===== src/rtl/mc_cu_pkg.sv =====
// mc_cu_pkg
// Shared definitions for the multi-cycle control unit: the controller state
// encoding, RV32I major opcodes, ALU operation codes and register write-back
// select codes. Imported by mc_cu_decoder and mc_control_unit.
package mc_cu_pkg;

    typedef enum logic [2:0] {
        IDLE,
        FETCH,
        DECODE,
        EXECUTE,
        MEM,
        WB,
        TRAP,
        ERROR
    } state_t;

    localparam logic [6:0] OP_R     = 7'b0110011;
    localparam logic [6:0] OP_S     = 7'b0100011;
    localparam logic [6:0] OP_IL    = 7'b0000011;
    localparam logic [6:0] OP_I     = 7'b0010011;
    localparam logic [6:0] OP_B     = 7'b1100011;
    localparam logic [6:0] OP_LUI   = 7'b0110111;
    localparam logic [6:0] OP_AUIPC = 7'b0010111;
    localparam logic [6:0] OP_JAL   = 7'b1101111;
    localparam logic [6:0] OP_JALR  = 7'b1100111;

    localparam logic [3:0] ALU_ADD  = 4'b0000;

    localparam logic [1:0] WSEL_ALU  = 2'b00;
    localparam logic [1:0] WSEL_LOAD = 2'b01;
    localparam logic [1:0] WSEL_LUI  = 2'b10;
    localparam logic [1:0] WSEL_PC   = 2'b11;

endpackage


===== src/rtl/mc_cu_decoder.sv =====
// mc_cu_decoder
// Purely combinational instruction decode for the multi-cycle control unit.
// Ports:
//   instr_code    in  32  current IR contents
//   alu_controls  out  4  ALU operation code
//   alu_src_sel   out  1  0 = rs2, 1 = immediate
//   reg_wdata_sel out  2  register write-back source
//   is_load, is_store, branch, jal, jalr  out 1 each  instruction class
//   legal         out  1  opcode is one of the supported RV32I classes
module mc_cu_decoder
    import mc_cu_pkg::*;
(
    input  logic [31:0] instr_code,
    output logic [3:0]  alu_controls,
    output logic        alu_src_sel,
    output logic [1:0]  reg_wdata_sel,
    output logic        is_load,
    output logic        is_store,
    output logic        branch,
    output logic        jal,
    output logic        jalr,
    output logic        legal
);

    logic [6:0] opcode;
    logic [2:0] funct3;
    logic       funct7_b5;
    logic       unused_bits;

    assign opcode      = instr_code[6:0];
    assign funct3      = instr_code[14:12];
    assign funct7_b5   = instr_code[30];
    // Register indices and immediates are consumed by the datapath, not here.
    assign unused_bits = ^{instr_code[31], instr_code[29:15], instr_code[11:7]};

    // Unknown opcodes fall through to the all-zero defaults so that
    // alu_controls is always a defined ADD rather than X.
    always_comb begin
        alu_controls  = ALU_ADD;
        alu_src_sel   = 1'b0;
        reg_wdata_sel = WSEL_ALU;
        is_load       = 1'b0;
        is_store      = 1'b0;
        branch        = 1'b0;
        jal           = 1'b0;
        jalr          = 1'b0;
        legal         = 1'b1;
        case (opcode)
            OP_R: begin
                alu_controls = {funct7_b5, funct3};
            end
            OP_I: begin
                // Only the shift-right pair uses bit 30 to pick SRLI/SRAI;
                // for the rest it is immediate data.
                alu_controls = (funct3 == 3'b101) ? {funct7_b5, funct3} : {1'b0, funct3};
                alu_src_sel  = 1'b1;
            end
            OP_IL: begin
                alu_src_sel   = 1'b1;
                reg_wdata_sel = WSEL_LOAD;
                is_load       = 1'b1;
            end
            OP_S: begin
                alu_src_sel = 1'b1;
                is_store    = 1'b1;
            end
            OP_B: begin
                alu_controls = {1'b0, funct3};
                branch       = 1'b1;
            end
            OP_LUI: begin
                alu_src_sel   = 1'b1;
                reg_wdata_sel = WSEL_LUI;
            end
            OP_AUIPC: begin
                alu_src_sel   = 1'b1;
                reg_wdata_sel = WSEL_PC;
            end
            OP_JAL: begin
                alu_src_sel   = 1'b1;
                reg_wdata_sel = WSEL_PC;
                jal           = 1'b1;
            end
            OP_JALR: begin
                alu_src_sel   = 1'b1;
                reg_wdata_sel = WSEL_PC;
                jalr          = 1'b1;
            end
            default: begin
                legal = 1'b0;
            end
        endcase
    end

endmodule


===== src/rtl/mc_control_unit.sv =====
// mc_control_unit
// Multi-cycle RV32I controller: sequences FETCH/DECODE/EXECUTE/MEM/WB for one
// instruction at a time against variable-latency instruction/data memories,
// with a wait-timeout watchdog and a retired-instruction counter.
// Optional feature macro: ILLEGAL_TRAP_EN (illegal opcodes trap instead of
// retiring as NOPs).
// Ports:
//   clk, reset (async, active-high)
//   instr_code in 32; i_ready, d_ready in 1
//   i_req, ir_en, pc_en, d_req, d_we, reg_wr_en  out strobes
//   alu_controls out 4; alu_src_sel out 1; reg_wdata_sel out 2
//   is_load, is_store, branch, jal, jalr out class flags
//   illegal_instr, bus_err out sticky flags; instret out CNT_W
module mc_control_unit
    import mc_cu_pkg::*;
#(
    parameter int MAX_WAIT = 255,
    parameter int CNT_W    = 32
) (
    input  logic             clk,
    input  logic             reset,
    input  logic [31:0]      instr_code,
    input  logic             i_ready,
    input  logic             d_ready,
    output logic             i_req,
    output logic             ir_en,
    output logic             pc_en,
    output logic             d_req,
    output logic             d_we,
    output logic             reg_wr_en,
    output logic [3:0]       alu_controls,
    output logic             alu_src_sel,
    output logic [1:0]       reg_wdata_sel,
    output logic             is_load,
    output logic             is_store,
    output logic             branch,
    output logic             jal,
    output logic             jalr,
    output logic             illegal_instr,
    output logic             bus_err,
    output logic [CNT_W-1:0] instret
);

    localparam int             WD_W      = $clog2(MAX_WAIT + 1);
    localparam logic [WD_W-1:0] WAIT_LAST = WD_W'(MAX_WAIT - 1);

    state_t          state;
    state_t          next_state;
    logic [WD_W-1:0] wait_cnt;
    logic            legal;

    mc_cu_decoder u_decoder (
        .instr_code    (instr_code),
        .alu_controls  (alu_controls),
        .alu_src_sel   (alu_src_sel),
        .reg_wdata_sel (reg_wdata_sel),
        .is_load       (is_load),
        .is_store      (is_store),
        .branch        (branch),
        .jal           (jal),
        .jalr          (jalr),
        .legal         (legal)
    );

    // Next-state and strobe generation. A ready arriving in the same cycle
    // the watchdog would expire is checked first, so it wins.
    always_comb begin
        next_state = state;
        i_req      = 1'b0;
        ir_en      = 1'b0;
        pc_en      = 1'b0;
        d_req      = 1'b0;
        d_we       = 1'b0;
        reg_wr_en  = 1'b0;
        case (state)
            IDLE: next_state = FETCH;
            FETCH: begin
                i_req = 1'b1;
                if (i_ready) begin
                    ir_en      = 1'b1;
                    next_state = DECODE;
                end else if (wait_cnt == WAIT_LAST) begin
                    next_state = ERROR;
                end
            end
            DECODE: next_state = EXECUTE;
            EXECUTE: begin
                if (!legal) begin
`ifdef ILLEGAL_TRAP_EN
                    next_state = TRAP;
`else
                    pc_en      = 1'b1;
                    next_state = FETCH;
`endif
                end else if (is_load || is_store) begin
                    next_state = MEM;
                end else if (branch) begin
                    pc_en      = 1'b1;
                    next_state = FETCH;
                end else begin
                    next_state = WB;
                end
            end
            MEM: begin
                d_req = 1'b1;
                d_we  = is_store;
                if (d_ready) begin
                    if (is_store) begin
                        pc_en      = 1'b1;
                        next_state = FETCH;
                    end else begin
                        next_state = WB;
                    end
                end else if (wait_cnt == WAIT_LAST) begin
                    next_state = ERROR;
                end
            end
            WB: begin
                reg_wr_en  = 1'b1;
                pc_en      = 1'b1;
                next_state = FETCH;
            end
            TRAP:    next_state = TRAP;
            ERROR:   next_state = ERROR;
            default: next_state = IDLE;
        endcase
    end

    // State register, watchdog and counters. The watchdog restarts on every
    // state change, so it is zero on entry to FETCH and MEM.
    always_ff @(posedge clk or posedge reset) begin
        if (reset) begin
            state    <= IDLE;
            wait_cnt <= '0;
            instret  <= '0;
            bus_err  <= 1'b0;
        end else begin
            state <= next_state;
            if (next_state != state) begin
                wait_cnt <= '0;
            end else if ((state == FETCH && !i_ready) || (state == MEM && !d_ready)) begin
                wait_cnt <= wait_cnt + WD_W'(1);
            end
            if (pc_en) begin
                instret <= instret + CNT_W'(1);
            end
            if (next_state == ERROR) begin
                bus_err <= 1'b1;
            end
        end
    end

`ifdef ILLEGAL_TRAP_EN
    // Sticky record that an illegal opcode reached EXECUTE.
    always_ff @(posedge clk or posedge reset) begin
        if (reset) begin
            illegal_instr <= 1'b0;
        end else if (next_state == TRAP) begin
            illegal_instr <= 1'b1;
        end
    end
`else
    assign illegal_instr = 1'b0;
`endif

endmodule


===== config.mk =====
export PLATFORM = sky130hd
export DESIGN_NAME = mc_control_unit
export DESIGN_NICKNAME = d
export VERILOG_FILES = /design/src/rtl/mc_cu_pkg.sv /design/src/rtl/mc_cu_decoder.sv /design/src/rtl/mc_control_unit.sv
export SDC_FILE = /design/constraint.sdc
export NUM_CORES = 1
export LEC_CHECK = 0
export ABC_AREA = 1
export CORE_ASPECT_RATIO = 1.75
export CORE_MARGIN = 5
export CORE_UTILIZATION = 48
export DETAILED_ROUTE_END_ITERATION = 8
export HOLD_SLACK_MARGIN = 0.12
export PLACE_DENSITY = 0.86
export SLEW_MARGIN = 40
export SYNTH_ARGS = -nofsm -noshare
export SYNTH_HDL_FRONTEND = slang
export SYNTH_HIERARCHICAL = 1
export SYNTH_SLANG_ARGS = --single-unit

===== constraint.sdc =====
create_clock -name clk -period 1.9 [get_ports clk]
set_input_delay 0.285 -clock clk [delete_from_list [all_inputs] [get_ports clk]]
set_output_delay 0.285 -clock clk [all_outputs]
set_load 0.05 [all_outputs]

==> impl_metrics.env, run 1 <==
export IMPL_multi_input_area_sq_um=1808
export IMPL_row_count=38
export IMPL_cp_depth=1
export IMPL_cts_tree="built"
export IMPL_yosysWarnings=6
export IMPL_firstDrtPassIters=4
export IMPL_grt_antenna_before_repair=0
export IMPL_period_minus_slack_ps=1868
export IMPL_status="finished clean"
export IMPL_r2r_end="instret[12]$_DFFE_PP0P_"
export IMPL_num_antenna_cells=0
export IMPL_synth_cell_types=30
export IMPL_ios=88
export IMPL_fin_crit_sh_pct=98.30
export IMPL_yosysTopAreaCell="dfrtp_1"
export IMPL_grtUsageTotal_pct=23.40
export IMPL_finalMaxSlewViolations=0
export IMPL_min_path_type="primary input to asynchronous set/reset pin"
export IMPL_crit_slowest_cell="clkdlybuf4s50_1"
export IMPL_crit_fanout=5
export IMPL_leakage_nw=2.098
export IMPL_nets=582
export IMPL_synth_top_cell_area_share_pct=36.35
export IMPL_worstSkewPairLatency_ps=320
export IMPL_synth_seq_cells=44
export IMPL_fmaxAchievable_mhz=535.4
export IMPL_post_dp_hpwl_mm=7.048
export IMPL_cts_sinks=44
export IMPL_synth_area_sq_um=3029
export IMPL_area_delta_synth_final_pct=45.15
export IMPL_drive_gt1_share_pct=26.10
export IMPL_drc=0
export IMPL_grt_max_degree=45
export IMPL_r2r_worst_path_cells=10
export IMPL_synth_cells=441
export IMPL_synth_area_leaders="dfrtp_1 36%, nand2_1 19%, nor2_1 6.7%, inv_1 5.6%, xor2_1 4.3%"
export IMPL_synth_seq_area_share_pct=36.35
export IMPL_ir_worst_vdd_v=0.0006517
export IMPL_timing_rr_start="state[2]$_DFF_PP0_"
export IMPL_max_cap_violations=0
export IMPL_cpPeakStageDelay_ps=830
export IMPL_hold_viol_final=0
export IMPL_worst_slew_pin_slew_ps=511.5
export IMPL_setup_slack_ps=32.35
export IMPL_initial_utilization_pct=49.01
export IMPL_critPathArrivalTime_ps=1580
export IMPL_powerDensity_nw_per_um2=1074
export IMPL_skew_ps=8.419
export IMPL_path_cells="clkdlybuf4s50_1"
export IMPL_ctsHtreeMaxLevel=2
export IMPL_worstSetupEndpointType="primary output"
export IMPL_dieHeight_um=115.1
export IMPL_avgSynthCellArea_sq_um=6.869
export IMPL_clk_pin_slew_worst_paths_ps=90
export IMPL_synth_common_cells="156 x nand2_1, 54 x nor2_1, 45 x inv_1"
export IMPL_ys_flop_type="dfrtp_1"
export IMPL_hold_buffers=0
export IMPL_vias=3295
export IMPL_drtIter0Drc=280
export IMPL_fin_worst_hold_slack_ps=293.1
export IMPL_placement_io_buffers=65
export IMPL_gr_total_overflow=0
export IMPL_fillers=467
export IMPL_synth_edff_count=0
export IMPL_routed_via_density=5.280
export IMPL_setup_viol=0
export IMPL_dp_worst_setup_slack_ps=-358.5
export IMPL_synthArstFlopShare_pct=100.0
export IMPL_numCtsBuffers=5
export IMPL_cts_buffer_depth=2
export IMPL_fp_dieArea_sq_um=8062
export IMPL_first_global_vias=3421
export IMPL_path_delay_family="buffers and inverters"
export IMPL_cp_data_required_time_ps=1620
export IMPL_routed_wl_mm=9.208
export IMPL_r2r_slack_ps=90
export IMPL_gp_congestion=1.030
export IMPL_path_class="flip-flop to primary output"
export IMPL_root_buffer="clkbuf_8"
export IMPL_seq_area_sq_um=1105
export IMPL_grt_pass1_wl_mm=14.90
export IMPL_slew_headroom_pct=65.84
export IMPL_synth_most_common_cell="nand2_1"
export IMPL_start_kind="flip-flop"
export IMPL_crit_buf_inv=1
export IMPL_synth_fp_nets=480
export IMPL_wl_per_cell_um=14.76
export IMPL_ant_nets=0
export IMPL_die_width_um=70.05
export IMPL_core_area_sq_um=6181
## registers in the layout, indices dropped and copies added (netlist names)
register  flops
bus_err       1
wait_cnt      8
state         3
instret      32
## routing by layer
metal  part of all wire (%)  GRT usage (%)  up-vias
li1                       -              -     1575
met1                     31          19.47     1540
met2                     56          46.87      138
met3                    6.3          5.512       42
met4                    6.5          15.98        0
met5                      0              0        -
## layout make-up
cell class	count	area share, %
Clock buffer	5	1.565
Clock inverter	3	1.053
Inverter	50	4.468
Multi-Input combinational cell	341	41.12
Sequential cell	44	25.13
Tap cell	80	2.277
Timing Repair Buffer	101	24.39
## timing repair
item                                    in CTS  in global routing
endpoints found under the setup margin      23                 40
gates resized for setup                     24                 27
setup buffers                                6                  4
pin swaps                                    6                 12
## cell usage in the layout (no fill, tap or decap), drive strengths merged
master,Yosys,final
a21oi,2,2
a31o,1,1
and2,1,1
buf,6,67
bufinv,0,1
clkbuf,0,11
clkdlybuf4s50,0,21
clkinv,0,1
clkinvlp,0,2
conb,1,1
dfrtp,44,44
dlygate4sd2,0,5
dlymetal6s2s,0,2
ha,3,3
inv,50,49
nand2,170,170
nand3,27,27
nand3b,3,3
nand4,11,11
nor2,66,66
nor3,18,18
nor3b,1,1
o21ai,7,7
o21bai,2,2
xnor2,13,13
xor2,15,15
## power breakdown
| part | leakage, nW | switching (mW) | total, mW | internal [mW] |
|---|---|---|---|---|
| combinational | 1.46 | 1.67 | 2.65 | 0.983 |
| clock | 0.0548 | 0.351 | 0.747 | 0.396 |
| sequential | 0.585 | 0.224 | 1.32 | 1.10 |
| total | 2.10 | 2.24 | 4.72 | 2.48 |
## worst max-delay path by stage
stage	startpoint	end	slack (ps)
2_1_floorplan	instr_code[1]	pc_en	2
3_3_place_gp	instr_code[5]	wait_cnt[3]$_DFFE_PP0P_	-330
3_5_place_dp	instr_code[5]	wait_cnt[5]$_DFFE_PP0P_	-360
4_1_cts	instr_code[6]	pc_en	-30
5_1_grt	wait_cnt[0]$_DFFE_PP0P_	wait_cnt[5]$_DFFE_PP0P_	-1
6_report	instret[2]$_DFFE_PP0P_	instret[2]	30
## kinds of logic (layout without fill, tap and decap cells)
| kind of cell | Yosys count | after routing | synth area share (%) |
|---|---|---|---|
| buffers and inverters | 56 | 159 | 7.641 |
| adder cells (fa/ha/maj) | 3 | 3 | 1.239 |
| XOR/XNOR | 28 | 28 | 8.096 |
| flip-flops | 44 | 44 | 36.35 |
| AND/OR/NAND/NOR | 297 | 297 | 44.16 |
| other | 1 | 1 | 0.1238 |
| AO/OA/AOI/OAI | 12 | 12 | 2.395 |
## metrics by stage
step | setup TNS [ps] | util [%] | power, mW | cells | cell area [sq um]
2_1_floorplan | 0 | - | 2.916 | 441 | 3092
3_3_place_gp | -12060 | 67.45 | 3.810 | 606 | 4169
3_5_place_dp | -13550 | 67.45 | 3.880 | 606 | 4169
4_1_cts | -26.45 | 70.38 | 4.699 | 620 | 4350
5_1_grt | -1.428 | 71.13 | 4.970 | 624 | 4397
6_report | 0 | 71.13 | 4.722 | 624 | 4397
Note: power is estimated with default switching activity, not from simulation.
==> run 2, diff against run 1 <==
- CORE_UTILIZATION: 48 -> 45
- CTS_CLUSTER_SIZE: default -> 8
- PLACE_DENSITY: 0.86 -> 0.81
- SLEW_MARGIN: 40 -> 30
==> run 2 against run 1 <==
Global-route usage decreased by 1.6 points. Via count decreased by 3.1%. Power increased by 5.1%. Die area increased by 5.9%. Hold slack improved by 33 ps. Core utilization decreased by 3.1 points. Count of clock-buffer cells in the layout unchanged. Largest cell class unchanged. Largest power group unchanged.
==> impl_metrics.env, run 2 (synthesis gave the netlist of run 1 again) <==
export IMPL_reg_top3="instret x32, wait_cnt x8, state x3"
export IMPL_r2r_end="instret[12]$_DFFE_PP0P_"
export IMPL_first_global_vias=3174
export IMPL_clk_pin_slew_worst_paths_ps=60
export IMPL_die_width_um=72.02
export IMPL_skew_ps=5.696
export IMPL_row_count=39
export IMPL_worstSetupEndpointType="primary output"
export IMPL_crit_slowest_cell="clkdlybuf4s50_1"
export IMPL_cp_data_required_time_ps=1620
export IMPL_worstSkewPairLatency_ps=290
export IMPL_fmaxAchievable_mhz=539.1
export IMPL_ios=88
export IMPL_timing_rr_start="instret[0]$_DFFE_PP0P_"
export IMPL_start_kind="flip-flop"
export IMPL_fp_dieArea_sq_um=8537
export IMPL_path_delay_family="buffers and inverters"
export IMPL_powerDensity_nw_per_um2=1115
export IMPL_drtIter0Drc=217
export IMPL_crit_fanout=5
export IMPL_gp_congestion=0.9490
export IMPL_met3_usage_pct=4.078
export IMPL_grt_antenna_before_repair=0
export IMPL_cts_tree="built"
export IMPL_drive_gt1_share_pct=25.74
export IMPL_dieHeight_um=118.5
export IMPL_drc=0
export IMPL_finalMaxSlewViolations=0
export IMPL_ant_nets=0
export IMPL_fin_crit_sh_pct=97.63
export IMPL_routed_via_density=5.099
export IMPL_core_area_sq_um=6539
export IMPL_vias=3192
export IMPL_status="finished clean"
export IMPL_cpPeakStageDelay_ps=840
export IMPL_initial_utilization_pct=46.33
export IMPL_root_buffer="clkbuf_16"
export IMPL_ctsHtreeMaxLevel=2
export IMPL_max_cap_violations=0
export IMPL_grt_max_degree=45
export IMPL_wl_per_cell_um=14.02
export IMPL_grt_busiest_layer="met2"
export IMPL_numCtsBuffers=5
export IMPL_min_path_type="primary input to asynchronous set/reset pin"
export IMPL_layoutNonFillerInstCount=626
export IMPL_grt_pass1_wl_mm=14.59
export IMPL_p_total_mw=4.961
export IMPL_routed_wl_mm=8.777
export IMPL_final_common_cell="nand2_1"
export IMPL_largest_reg_flops=32
export IMPL_cts_sinks=44
export IMPL_ir_worst_vdd_v=0.0006610
export IMPL_path_cells="clkdlybuf4s50_1"
export IMPL_top_register="instret"
export IMPL_period_minus_slack_ps=1855
export IMPL_path_class="flip-flop to primary output"
export IMPL_grtUsageTotal_pct=21.80
export IMPL_place_inst=612
export IMPL_r2r_worst_path_cells=7
export IMPL_fillers=563
export IMPL_grt_util_met1_pct=19.89
export IMPL_slew_headroom_pct=65.89
export IMPL_nets=582
export IMPL_met2_usage_pct=42.28
export IMPL_final_cell_mix="155 x nand2_1, 49 x buf_4, 45 x nor2_1, 41 x inv_1, 40 x dfrtp_1"
export IMPL_crit_buf_inv=1
export IMPL_hold_viol_final=0
export IMPL_r2r_slack_ps=200
export IMPL_hold_buffers=0
export IMPL_area_delta_synth_final_pct=46.84
export IMPL_cts_buffer_depth=2
export IMPL_placement_io_buffers=65
export IMPL_leakage_nw=2.093
export IMPL_worst_slew_pin_slew_ps=510.8
export IMPL_num_antenna_cells=0
export IMPL_setup_viol=0
export IMPL_firstDrtPassIters=4
export IMPL_gr_total_overflow=0
export IMPL_post_dp_hpwl_mm=6.916
export IMPL_critPathArrivalTime_ps=1570
-- run 2: cell types whose count changed in the layout (fill, tap and decap cells not counted), sizes merged --
cell           before  now
clkdlybuf4s50      21   22
clkdlybuf4s15       0    3
buf                67   70
clkbuf             11    7
dlygate4sd2         5    2
-- run 2: area by class of cell --
type / count / area [sq um] / area share, %
sequential: 44 / 1106 / 24.87
clock inverter: 3 / 46.29 / 1.041
tap: 82 / 102.6 / 2.307
timing repair buffer: 101 / 1086 / 24.42
inverter: 50 / 191.4 / 4.304
clock buffer: 5 / 125.1 / 2.813
multi-input combinational: 341 / 1790 / 40.25
-- run 2: worst max path at each step --
stage	to	from	cells after the start
finish	instret[2]	instret[2]$_DFFE_PP0P_	1
global route	instret[6]$_DFFE_PP0P_	instr_code[0]	16
CTS	pc_en	instr_code[1]	13
detailed placement	wait_cnt[1]$_DFFE_PP0P_	instr_code[5]	13
global placement	pc_en	instr_code[5]	12
floorplan	pc_en	instr_code[1]	13
-- run 2: metal layers --
layer  vias to the layer above  share of wire [%]
met5                         -                  0
met1                      1469                 32
met2                       130                 58
li1                       1567                  -
met3                        26                5.8
met4                         0                4.4
-- run 2: report_power, final --
part | internal [mW] | total [mW] | switching, mW
registers | 1.11 | 1.34 | 0.235
clock network | 0.625 | 1.01 | 0.382
logic | 0.976 | 2.62 | 1.64
total | 2.71 | 4.96 | 2.26
-- run 2: through the flow --
step	worst slack (ps)	hold slack (ps)	util [%]	area (sq um)	setup TNS, ps
finish	44.98	325.7	68.03	4448	0
global route	-16.88	361.6	68.03	4448	-51.77
CTS	4.847	340.4	66.92	4375	0
detailed placement	-421.1	508.6	63.91	4179	-15500
global placement	-312.7	495.9	63.91	4179	-11730
floorplan	2.440	497.5	-	3092	0
-- run 2: what timing repair did --
action                                  CTS  global route
gates resized for setup                  12            22
pin swaps                                 4             7
endpoints found under the hold margin     0             0
endpoints found under the setup margin   39            23
setup buffers                             3             4
